**config.mk**
```make
export PLATFORM = sky130hd
export DESIGN_NAME = mem_arbiter_flat
export DESIGN_NICKNAME = d
export VERILOG_FILES = /design/src/rtl/mem_arb_pkg.sv /design/src/rtl/mem_arbiter_if.sv /design/src/rtl/mem_arb_grant.sv /design/src/rtl/mem_arbiter.sv /design/src/flat_wrapper.sv
export SDC_FILE = /design/constraint.sdc
export NUM_CORES = 1
export LEC_CHECK = 0
export ABC_AREA = 0
export BUFFER_PORTS_ARGS = -buffer_cell sky130_fd_sc_hd__buf_4
export CORE_ASPECT_RATIO = 1.1
export CORE_MARGIN = 2
export CORE_UTILIZATION = 40
export CTS_BUF_LIST = sky130_fd_sc_hd__clkbuf_8
export DETAILED_ROUTE_END_ITERATION = 8
export PLACE_DENSITY_LB_ADDON = 0.1
export SLEW_MARGIN = 20
export SYNTH_ARGS = -nofsm -noshare
export SYNTH_HDL_FRONTEND = slang
export SYNTH_SLANG_ARGS = --single-unit
```
**constraint.sdc**
```tcl
create_clock -name clk -period 2.1 [get_ports clk]
set_input_delay 0 -clock clk [delete_from_list [all_inputs] [get_ports clk]]
set_output_delay 0 -clock clk [all_outputs]
set_load 0.05 [all_outputs]
```
**src/rtl/mem_arb_pkg.sv**
```systemverilog
// Shared types and constants for the instruction/data memory arbiter.
package mem_arb_pkg;

   typedef enum logic [1:0] {
      IDLE,
      ACCESS,
      RESP
   } state_t;

   localparam logic REQ_I = 1'b0;
   localparam logic REQ_D = 1'b1;

   // Counter holds LATENCY-1, so this bounds the supported access window.
   localparam int unsigned MAX_LATENCY = 256;
   localparam int unsigned CNT_W       = $clog2(MAX_LATENCY);

endpackage

```
**src/rtl/mem_arbiter_if.sv**
```systemverilog
// CPU fetch/data ports, memory-side bus and status of the arbiter in one bundle.
interface mem_arbiter_if #(
   parameter int unsigned ADDR_W = 16,
   parameter int unsigned DATA_W = 16
);
   logic              i_req;
   logic [ADDR_W-1:0] i_addr;
   logic              i_ready;
   logic [DATA_W-1:0] i_data;

   logic              d_req;
   logic              d_wr;
   logic [ADDR_W-1:0] d_addr;
   logic [DATA_W-1:0] d_wdata;
   logic              d_ready;
   logic [DATA_W-1:0] d_rdata;

   logic [ADDR_W-1:0] mem_addr;
   logic [DATA_W-1:0] mem_wdata;
   logic              mem_enable;
   logic              mem_wr;
   logic [DATA_W-1:0] mem_rdata;

   logic              busy;

   modport slave (
      input  i_req, i_addr, d_req, d_wr, d_addr, d_wdata, mem_rdata,
      output i_ready, i_data, d_ready, d_rdata,
             mem_addr, mem_wdata, mem_enable, mem_wr, busy
   );

   modport master (
      output i_req, i_addr, d_req, d_wr, d_addr, d_wdata, mem_rdata,
      input  i_ready, i_data, d_ready, d_rdata,
             mem_addr, mem_wdata, mem_enable, mem_wr, busy
   );

endinterface

```
**src/rtl/mem_arb_grant.sv**
```systemverilog
// Grant selection between fetch and data requesters.
// MEM_ARB_RR_EN: round-robin on ties with a last-grant pointer; otherwise D over I.
module mem_arb_grant
   import mem_arb_pkg::*;
(
   input  logic clk,
   input  logic rst,
   input  logic i_req,
   input  logic d_req,
   input  logic take,
   output logic gnt
);

`ifdef MEM_ARB_RR_EN
   logic last;

   always_ff @(posedge clk) begin
      if (rst) begin
         last <= REQ_I;
      end else if (take) begin
         last <= gnt;
      end
   end

   always_comb begin
      gnt = REQ_D;
      if (i_req && d_req) begin
         gnt = (last == REQ_I) ? REQ_D : REQ_I;
      end else if (i_req) begin
         gnt = REQ_I;
      end
   end
`else
   logic unused_ok;

   assign unused_ok = ^{clk, rst, take};

   always_comb begin
      gnt = (i_req && !d_req) ? REQ_I : REQ_D;
   end
`endif

endmodule

```
**src/rtl/mem_arbiter.sv**
```systemverilog
// Shares one single-port memory between instruction fetch and data load/store.
// Define MEM_ARB_RR_EN for round-robin arbitration on simultaneous requests.
module mem_arbiter
   import mem_arb_pkg::*;
#(
   parameter int unsigned ADDR_W  = 16,
   parameter int unsigned DATA_W  = 16,
   parameter int unsigned LATENCY = 4
) (
   input logic          clk,
   input logic          rst,
   mem_arbiter_if.slave bus
);

   state_t            state;
   state_t            state_nx;
   logic [CNT_W-1:0]  cnt;
   logic              gnt;
   logic              gnt_q;
   logic              wr_q;
   logic              take;
   logic              last_beat;
   logic [ADDR_W-1:0] addr_sel;
   logic [DATA_W-1:0] wdata_sel;

   mem_arb_grant u_grant (
      .clk   (clk),
      .rst   (rst),
      .i_req (bus.i_req),
      .d_req (bus.d_req),
      .take  (take),
      .gnt   (gnt)
   );

   always_comb begin
      state_nx  = state;
      take      = 1'b0;
      last_beat = 1'b0;
      addr_sel  = bus.i_addr;
      wdata_sel = '0;
      if (gnt == REQ_D) begin
         addr_sel  = bus.d_addr;
         wdata_sel = bus.d_wdata;
      end
      case (state)
         IDLE: begin
            if (bus.i_req || bus.d_req) begin
               take     = 1'b1;
               state_nx = ACCESS;
            end
         end
         ACCESS: begin
            if (cnt == '0) begin
               last_beat = 1'b1;
               state_nx  = RESP;
            end
         end
         RESP:    state_nx = IDLE;
         default: state_nx = IDLE;
      endcase
   end

   always_ff @(posedge clk) begin
      if (rst) begin
         state <= IDLE;
      end else begin
         state <= state_nx;
      end
   end

   // Memory drive is registered at grant so address/data/write stay flat
   // for the whole window; ready is registered so it lands in RESP.
   always_ff @(posedge clk) begin
      if (rst) begin
         cnt            <= '0;
         gnt_q          <= REQ_I;
         wr_q           <= 1'b0;
         bus.mem_addr   <= '0;
         bus.mem_wdata  <= '0;
         bus.mem_enable <= 1'b0;
         bus.mem_wr     <= 1'b0;
         bus.i_ready    <= 1'b0;
         bus.d_ready    <= 1'b0;
         bus.i_data     <= '0;
         bus.d_rdata    <= '0;
      end else begin
         bus.i_ready <= 1'b0;
         bus.d_ready <= 1'b0;
         if (take) begin
            gnt_q          <= gnt;
            wr_q           <= (gnt == REQ_D) && bus.d_wr;
            bus.mem_addr   <= addr_sel;
            bus.mem_wdata  <= wdata_sel;
            bus.mem_enable <= 1'b1;
            bus.mem_wr     <= (gnt == REQ_D) && bus.d_wr;
            cnt            <= CNT_W'(LATENCY - 1);
         end else if (state == ACCESS && !last_beat) begin
            cnt <= cnt - CNT_W'(1);
         end
         if (last_beat) begin
            bus.mem_enable <= 1'b0;
            bus.mem_wr     <= 1'b0;
            if (gnt_q == REQ_D) begin
               bus.d_ready <= 1'b1;
               if (!wr_q) begin
                  bus.d_rdata <= bus.mem_rdata;
               end
            end else begin
               bus.i_ready <= 1'b1;
               if (!wr_q) begin
                  bus.i_data <= bus.mem_rdata;
               end
            end
         end
      end
   end

   assign bus.busy = (state != IDLE);

endmodule

```
**src/flat_wrapper.sv**
```systemverilog
// flat-port wrapper written by rule: the top's interface ports become plain ports
module mem_arbiter_flat import mem_arb_pkg::*;
#(
   parameter int unsigned ADDR_W  = 16,
   parameter int unsigned DATA_W  = 16,
   parameter int unsigned LATENCY = 4
)
  (clk, rst, bus_i_req, bus_i_addr, bus_d_req, bus_d_wr, bus_d_addr, bus_d_wdata, bus_mem_rdata, bus_i_ready, bus_i_data, bus_d_ready, bus_d_rdata, bus_mem_addr, bus_mem_wdata, bus_mem_enable, bus_mem_wr, bus_busy);
  mem_arbiter_if #(.ADDR_W(ADDR_W), .DATA_W(DATA_W)) bus_i ();
  input logic clk;
  input logic rst;
  input wire logic [$bits(bus_i.i_req)-1:0] bus_i_req;
  input wire logic [$bits(bus_i.i_addr)-1:0] bus_i_addr;
  input wire logic [$bits(bus_i.d_req)-1:0] bus_d_req;
  input wire logic [$bits(bus_i.d_wr)-1:0] bus_d_wr;
  input wire logic [$bits(bus_i.d_addr)-1:0] bus_d_addr;
  input wire logic [$bits(bus_i.d_wdata)-1:0] bus_d_wdata;
  input wire logic [$bits(bus_i.mem_rdata)-1:0] bus_mem_rdata;
  output wire logic [$bits(bus_i.i_ready)-1:0] bus_i_ready;
  output wire logic [$bits(bus_i.i_data)-1:0] bus_i_data;
  output wire logic [$bits(bus_i.d_ready)-1:0] bus_d_ready;
  output wire logic [$bits(bus_i.d_rdata)-1:0] bus_d_rdata;
  output wire logic [$bits(bus_i.mem_addr)-1:0] bus_mem_addr;
  output wire logic [$bits(bus_i.mem_wdata)-1:0] bus_mem_wdata;
  output wire logic [$bits(bus_i.mem_enable)-1:0] bus_mem_enable;
  output wire logic [$bits(bus_i.mem_wr)-1:0] bus_mem_wr;
  output wire logic [$bits(bus_i.busy)-1:0] bus_busy;
  assign bus_i.i_req = bus_i_req;
  assign bus_i.i_addr = bus_i_addr;
  assign bus_i.d_req = bus_d_req;
  assign bus_i.d_wr = bus_d_wr;
  assign bus_i.d_addr = bus_d_addr;
  assign bus_i.d_wdata = bus_d_wdata;
  assign bus_i.mem_rdata = bus_mem_rdata;
  assign bus_i_ready = bus_i.i_ready;
  assign bus_i_data = bus_i.i_data;
  assign bus_d_ready = bus_i.d_ready;
  assign bus_d_rdata = bus_i.d_rdata;
  assign bus_mem_addr = bus_i.mem_addr;
  assign bus_mem_wdata = bus_i.mem_wdata;
  assign bus_mem_enable = bus_i.mem_enable;
  assign bus_mem_wr = bus_i.mem_wr;
  assign bus_busy = bus_i.busy;
  mem_arbiter #(.ADDR_W(ADDR_W), .DATA_W(DATA_W), .LATENCY(LATENCY)) u_core (.clk(clk), .rst(rst), .bus(bus_i));
endmodule
```
==> flow_summary.yaml, run 1 <==
hold_path:
  whs_endpoint: "u_core.bus.mem_addr[8]"
  min_path_type: "input port to flip-flop"
  worstHoldStart: "bus_i_addr[8]"
  whs_path_depth: 3
floorplan:
  die_area_um2: 8210
  rows: 33
  die_w_um: 86.6
  core_area_um2: 7350
  die_h_um: 94.9
  ioPinCount: 138
  start_util_pct: 40.8
setup_path:
  critPathArrivalTime_ns: 2.24
  path_class: "flip-flop to flip-flop"
  start_kind: "flip-flop"
  required_ns: 2.30
  ff2ff_setup_slack_ns: 0.07
  crit_path_max_fanout: 16
  cp-startpoint: "u_core.cnt[1]"
  cp-end-kind: "flip-flop"
  r2r_end: "u_core.bus.i_data[3]"
  reg2regPathDepth: 7
  r2r_start: "u_core.cnt[1]"
routing:
  wl_per_cell_um: 14.0
  drc: 0
  viasPerCell: 4.87
  vias: 2733
  finalWirelength_mm: 7.84
  drtAntennaViolNets: 0
  drtIter0Drc: 98
  firstDrtPassIters: 4
logic_synthesis:
  ys_types: 33
  yosysSeqAreaShare_pct: 53.4
  synth_fp_nets: 362
  ys_ff_latch: 80
  synth_cells: 292
  synth.avg_cell_area_um2: 10.3
  yosys_warnings: 0
  synth.cell_area_um2: 3000
clock_network:
  cts_setup_buffers: 0
  root_buffer: "clkbuf_8"
  cts_buffers: 9
  cts_tree: "built"
  cts_buffer_depth: 2
  clkSlewWorstSetupHoldPaths_ns: 0.08
  clk_latency_ns: 0.34
  clock_sinks: 80
  h-tree-depth: 3
sta:
  fin_crit_sh_pct: 96.9
  setup_viol: 0
  tns_ns: 0
  skew_ns: 0.0117
  rsz0062_at_grt: "true"
  finalCriticalPeriod_ns: 2.03
  final_hold_viol_count: 0
  hold_slack_ns: 0.00970
  fmax_mhz: 492
  max-slew-margin-rel_pct: 51.1
  worst_pin_slew_ns: 0.732
  report.final.slew_viol_count: 0
placement:
  dpl.hpwl_mm: 5.05
  port_buffers: 137
  gp_congestion: 0.765
global_routing:
  overflow: 0
  grt_pass1_wl_mm: 12.4
  grt_pass1_vias: 2736
  antenna_found_initial: 0
  grtUsageTotal_pct: 19.0
  grt_start_max_net_pins: 59
status:
  status: "finished, final reports clean"
job:
  max-cap-violations: 0
cells_and_area:
  area_growth_pct: 59.5
  drive_above_1_share_pct: 36.3
  num_antenna_cells: 0
  final_nets: 539
pwr:
  p_leak_nw: 2.23
  powerDensity_nw_per_um2: 893
  vdd_ir_drop_max_mv: 0.545
worst max-delay path by stage:
stage	end	slack [ns]
after floorplan	u_core.bus.d_rdata[10]	-0.003
after global placement	u_core.bus.d_rdata[13]	0.08
after detailed placement	u_core.bus.d_rdata[1]	0.04
after CTS	u_core.bus.d_rdata[1]	0.02
after global routing	u_core.bus.i_data[3]	-0.04
final	u_core.bus.i_data[3]	0.07
power by group:
group	internal, mW	leakage, nW	switching, mW	total [mW]
clock	0.671	0.107	0.563	1.23
combinational	0.505	1.47	0.795	1.30
sequential	1.66	0.654	0.0856	1.74
synthesized netlist by cell type:
| master | n | area, um2 |
|---|---|---|
| buf_8 | 1 | 15.0 |
| o31ai_1 | 2 | 15.0 |
| dfxtp_1 | 80 | 1600 |
| nand2b_1 | 3 | 18.8 |
| ha_1 | 1 | 12.5 |
| a21oi_1 | 5 | 25.0 |
| nor4b_1 | 1 | 8.76 |
| or2_2 | 1 | 6.26 |
| nor2b_1 | 2 | 12.5 |
| buf_4 | 1 | 7.51 |
| inv_1 | 3 | 11.3 |
| xor2_1 | 3 | 26.3 |
| clkbuf_1 | 14 | 52.6 |
| nor3_1 | 7 | 35.0 |
| mux2i_1 | 48 | 480 |
| buf_6 | 1 | 11.3 |
| a21o_1 | 1 | 7.51 |
| or4_4 | 1 | 11.3 |
| buf_1 | 1 | 3.75 |
| and2_1 | 1 | 6.26 |
| o21ai_0 | 3 | 15.0 |
| or4_1 | 2 | 15.0 |
| nor2_1 | 58 | 218 |
| o211ai_1 | 2 | 15.0 |
| nand3_1 | 1 | 5.00 |
| or4b_1 | 1 | 10.0 |
| buf_2 | 3 | 15.0 |
| o2111ai_1 | 1 | 8.76 |
| nand2_1 | 4 | 15.0 |
| a22o_1 | 16 | 140 |
| o21a_1 | 2 | 15.0 |
| or3_1 | 3 | 18.8 |
| a211oi_1 | 19 | 143 |
sequential cells by signal (all words and copies together) (netlist names):
name,count
u_core.bus.d_rdata,16
u_core.gnt_q,1
u_core.bus.i_data,16
u_core.bus.mem_wr,1
u_core.bus.mem_wdata,16
u_core.cnt,8
u_core.bus.i_ready,1
u_core.bus.d_ready,1
u_core.bus.mem_addr,16
u_core.wr_q,1
u_core.state,2
u_core.bus.mem_enable,1
repair_timing:
item	CTS	global route
endpoints found under the setup margin	0	30
endpoints found under the hold margin	55	0
hold buffers	41	0
gates resized for setup	0	2
cell usage in the layout (no fill, tap or decap), types with 3 or more instances in the layout:
cell type and count:
nand2b_1 3, a21oi_1 5, nor2_1 57, xor2_1 3, nand2_1 4, o21ai_0 3, buf_4 144, dfxtp_1 78
clkbuf_8 9, mux2i_1 48, dlygate4sd3_1 41, or3_1 3, a22o_1 16, nor3_1 7, a211oi_1 19
metrics by stage:
| stage | total power, mW | utilization (%) | instances | setup WS, ns | area, um2 |
|---|---|---|---|---|---|
| after floorplan | 2.60 | - | 292 | -0.00266 | 3030 |
| after global placement | 2.98 | 56.2 | 503 | 0.0776 | 4130 |
| after detailed placement | 3.00 | 56.3 | 503 | 0.0419 | 4140 |
| after CTS | 4.29 | 64.9 | 560 | 0.0240 | 4770 |
| after global routing | 4.48 | 65.1 | 561 | -0.0357 | 4790 |
| final | 4.28 | 65.1 | 561 | 0.0658 | 4790 |
layout make-up:
class	count	area [um2]
Fill cell	600	2560
Sequential cell	80	1600
Inverter	3	11.3
Timing Repair Buffer	186	1510
Multi-Input combinational cell	189	1330
Tap cell	87	109
Clock inverter	7	96.3
Clock buffer	9	124
worst max-delay path: stages (launching register included):
cell,delay (ns)
dfxtp_2,0.34
inv_2,0.07
ha_4,0.13
or4b_4,0.53
nor4b_4,0.35
buf_12,0.21
mux2i_1,0.20
nor2_1,0.05
routing by layer:
metal	up-vias	global-route usage (%)	routed length [um]	part of all wire, %
met5	-	0	0	0
met4	0	7.29	93	1.2
met3	10	6.73	590	7.5
met2	91	31.8	3950	50
met1	1246	22.3	3200	41
li1	1386	-	-	-
cells by family (layout without fill, tap and decap cells):
family | after synthesis | after routing | synth area share (%)
AOI/OAI and AO/OA | 51 | 51 | 12.8
xor gates and xnor gates | 3 | 3 | 0.876
adders and majority gates | 1 | 1 | 0.417
buffers and inverters | 24 | 205 | 3.88
DFF | 80 | 80 | 53.4
muxes | 48 | 48 | 16.0
and+or+nand+nor | 85 | 86 | 12.7
Power figures use the tool's default switching activity.
==> run 2: changes to the inputs <==
--- a/config.mk
+++ b/config.mk
@@ -7,9 +7,11 @@
 export LEC_CHECK = 0
 export ABC_AREA = 0
 export BUFFER_PORTS_ARGS = -buffer_cell sky130_fd_sc_hd__buf_4
+export CELL_PAD_IN_SITES_DETAIL_PLACEMENT = 1
+export CELL_PAD_IN_SITES_GLOBAL_PLACEMENT = 1
 export CORE_ASPECT_RATIO = 1.1
 export CORE_MARGIN = 2
-export CORE_UTILIZATION = 40
+export CORE_UTILIZATION = 32
 export CTS_BUF_LIST = sky130_fd_sc_hd__clkbuf_8
 export DETAILED_ROUTE_END_ITERATION = 8
 export PLACE_DENSITY_LB_ADDON = 0.1
==> run 2 against run 1 <==
  * Clock skew fell by 0.0016 ns
  * Utilization fell by 13 points
  * Critical path depth fell by 1
  * First-iteration DRC count fell by 16%
  * Setup slack got worse by 0.0074 ns
  * Clock-buffer cell count did not move
  * Flip-flop and latch count did not move
  * Critical endpoint is now u_core.bus.d_rdata[1]
==> flow_summary.yaml, run 2 (synthesized netlist as in run 1, its figures left out) <==
setup_path:
  cp-end-kind: "flip-flop"
  required_ns: 2.33
  ff2ff_setup_slack_ns: 0.06
  crit_path_max_fanout: 16
  critPathArrivalTime_ns: 2.27
  start_kind: "flip-flop"
  path_class: "flip-flop to flip-flop"
pwr:
  combPwrFrac_pct: 30.5
  p_sw_mw: 1.43
  p_leak_nw: 2.24
  powerDensity_nw_per_um2: 882
  power_frac_seq_pct: 40.9
  vdd_ir_drop_max_mv: 0.412
  internal_power_mw: 2.82
  clkPwrFrac_pct: 28.6
  p_sw_share_pct: 33.7
routing:
  finalWirelength_mm: 8.57
  vias: 2809
  drc: 0
  viasPerCell: 4.74
  wl_per_cell_um: 14.5
  firstDrtPassIters: 4
  drtIter0Drc: 82
  drtAntennaViolNets: 0
clock_network:
  clkSlewWorstSetupHoldPaths_ns: 0.08
  clock_sinks: 80
  cts_buffers: 9
  clk_latency_ns: 0.35
  cts_tree: "built"
  root_buffer: "clkbuf_8"
  cts_buffer_depth: 2
  h-tree-depth: 3
global_routing:
  grt_pass1_vias: 2809
  antenna_found_initial: 0
  overflow: 0
  grt_pass1_wl_mm: 13.6
  grtUsageTotal_pct: 17.0
  grt_start_max_net_pins: 36
sta:
  max-slew-margin-rel_pct: 51.2
  worst_pin_slew_ns: 0.731
  skew_ns: 0.0101
  fin_crit_sh_pct: 97.2
  final_hold_viol_count: 0
  finalCriticalPeriod_ns: 2.04
  setup_viol: 0
  report.final.slew_viol_count: 0
  rsz0062_at_grt: "true"
  fmax_mhz: 490
placement:
  port_buffers: 137
  place_area_um2: 4170
  dpl.hpwl_mm: 5.91
  dp.cells: 533
  gp_congestion: 0.795
floorplan:
  die_w_um: 96.3
  die_h_um: 106
  rows: 37
  die_area_um2: 10200
  core_area_um2: 9260
  start_util_pct: 32.4
  ioPinCount: 138
cells_and_area:
  fillers: 1066
  final_nets: 541
  fin_area_um2: 4830
  layout_commonest_cell: "buf_4"
  num_antenna_cells: 0
  mostFrequentLayoutCells: "buf_4 (144), dfxtp_1 (78), nor2_1 (57)"
  regArea_um2: 1600
  drive_above_1_share_pct: 35.7
  multi_input_area_um2: 1310
  finish.utilization_pct: 52.1
  stdcell_count: 593
  area_growth_pct: 60.8
status:
  status: "finished, final reports clean"
job:
  max-cap-violations: 0
hold_path:
  min_path_type: "input port to flip-flop"
==> run 2: changes by cell type in the layout (fill, tap and decap cells not counted), sizes merged <==
| cell | delta |
|---|---|
| clkinvlp | -1 |
| dlygate4sd3 | +3 |
| clkinv | +1 |
| or4 | -1 |
==> run 2: critical path, stage by stage (launching register included) <==
cell     delay (ns)
dfxtp_2        0.35
inv_2          0.07
ha_4           0.12
or4b_4         0.49
or4_4          0.61
mux2i_1        0.22
nor2_1         0.06
==> run 2: power by group through the flow <==
| stage | Combinational, mW | Clock, mW | Sequential (mW) |
|---|---|---|---|
| after global placement | 1.22 | 0 | 1.77 |
| after detailed placement | 1.24 | 0 | 1.78 |
| after floorplan | 0.443 | 0 | 2.16 |
| final | 1.30 | 1.22 | 1.74 |
| after CTS | 1.31 | 1.26 | 1.74 |
| after global routing | 1.40 | 1.32 | 1.76 |
==> run 2: path summary, 6_finish.rpt <==
| kind | start | to | cells past startpoint |
|---|---|---|---|
| min | bus_d_addr[1] | u_core.bus.mem_addr[1] | 3 |
| min reg2reg | u_core.cnt[7] | u_core.cnt[7] | 2 |
| max reg2reg | u_core.cnt[0] | u_core.bus.d_rdata[1] | 6 |
| max | u_core.cnt[0] | u_core.bus.d_rdata[1] | 6 |
==> run 2: what timing repair did <==
action	in CTS	in global routing
resized for setup	0	0
setup buffers	0	0
hold buffers	44	0
hold endpoints to repair	56	0
setup endpoints to repair	0	24
==> run 2: stage by stage <==
step	power, mW	setup slack (ns)	hold WS, ns	TNS (ns)
final	4.26	0.0584	0.00979	0
after global routing	4.49	-0.0546	0.000225	-0.481
after CTS	4.31	0.0351	0.000290	0
after detailed placement	3.02	0.0595	0.215	0
after global placement	2.99	0.0995	0.210	0
after floorplan	2.60	-0.00266	0.126	-0.00266
==> run 2: layout make-up <==
cell class	instances	area share (%)
multi-input combinational	188	27.2
clock buffer	9	2.57
inverter	3	0.233
tap	117	3.03
clock inverter	7	1.84
timing repair buffer	189	31.9
sequential	80	33.2
==> run 2: layer usage <==
metal / part of all wire [%] / global-route usage [%] / wire, um
met2: 48 / 27.8 / 4140
met5: 0 / 0 / 0
met4: 1.3 / 6.74 / 114
met3: 7.6 / 5.08 / 649
met1: 43 / 20.6 / 3670
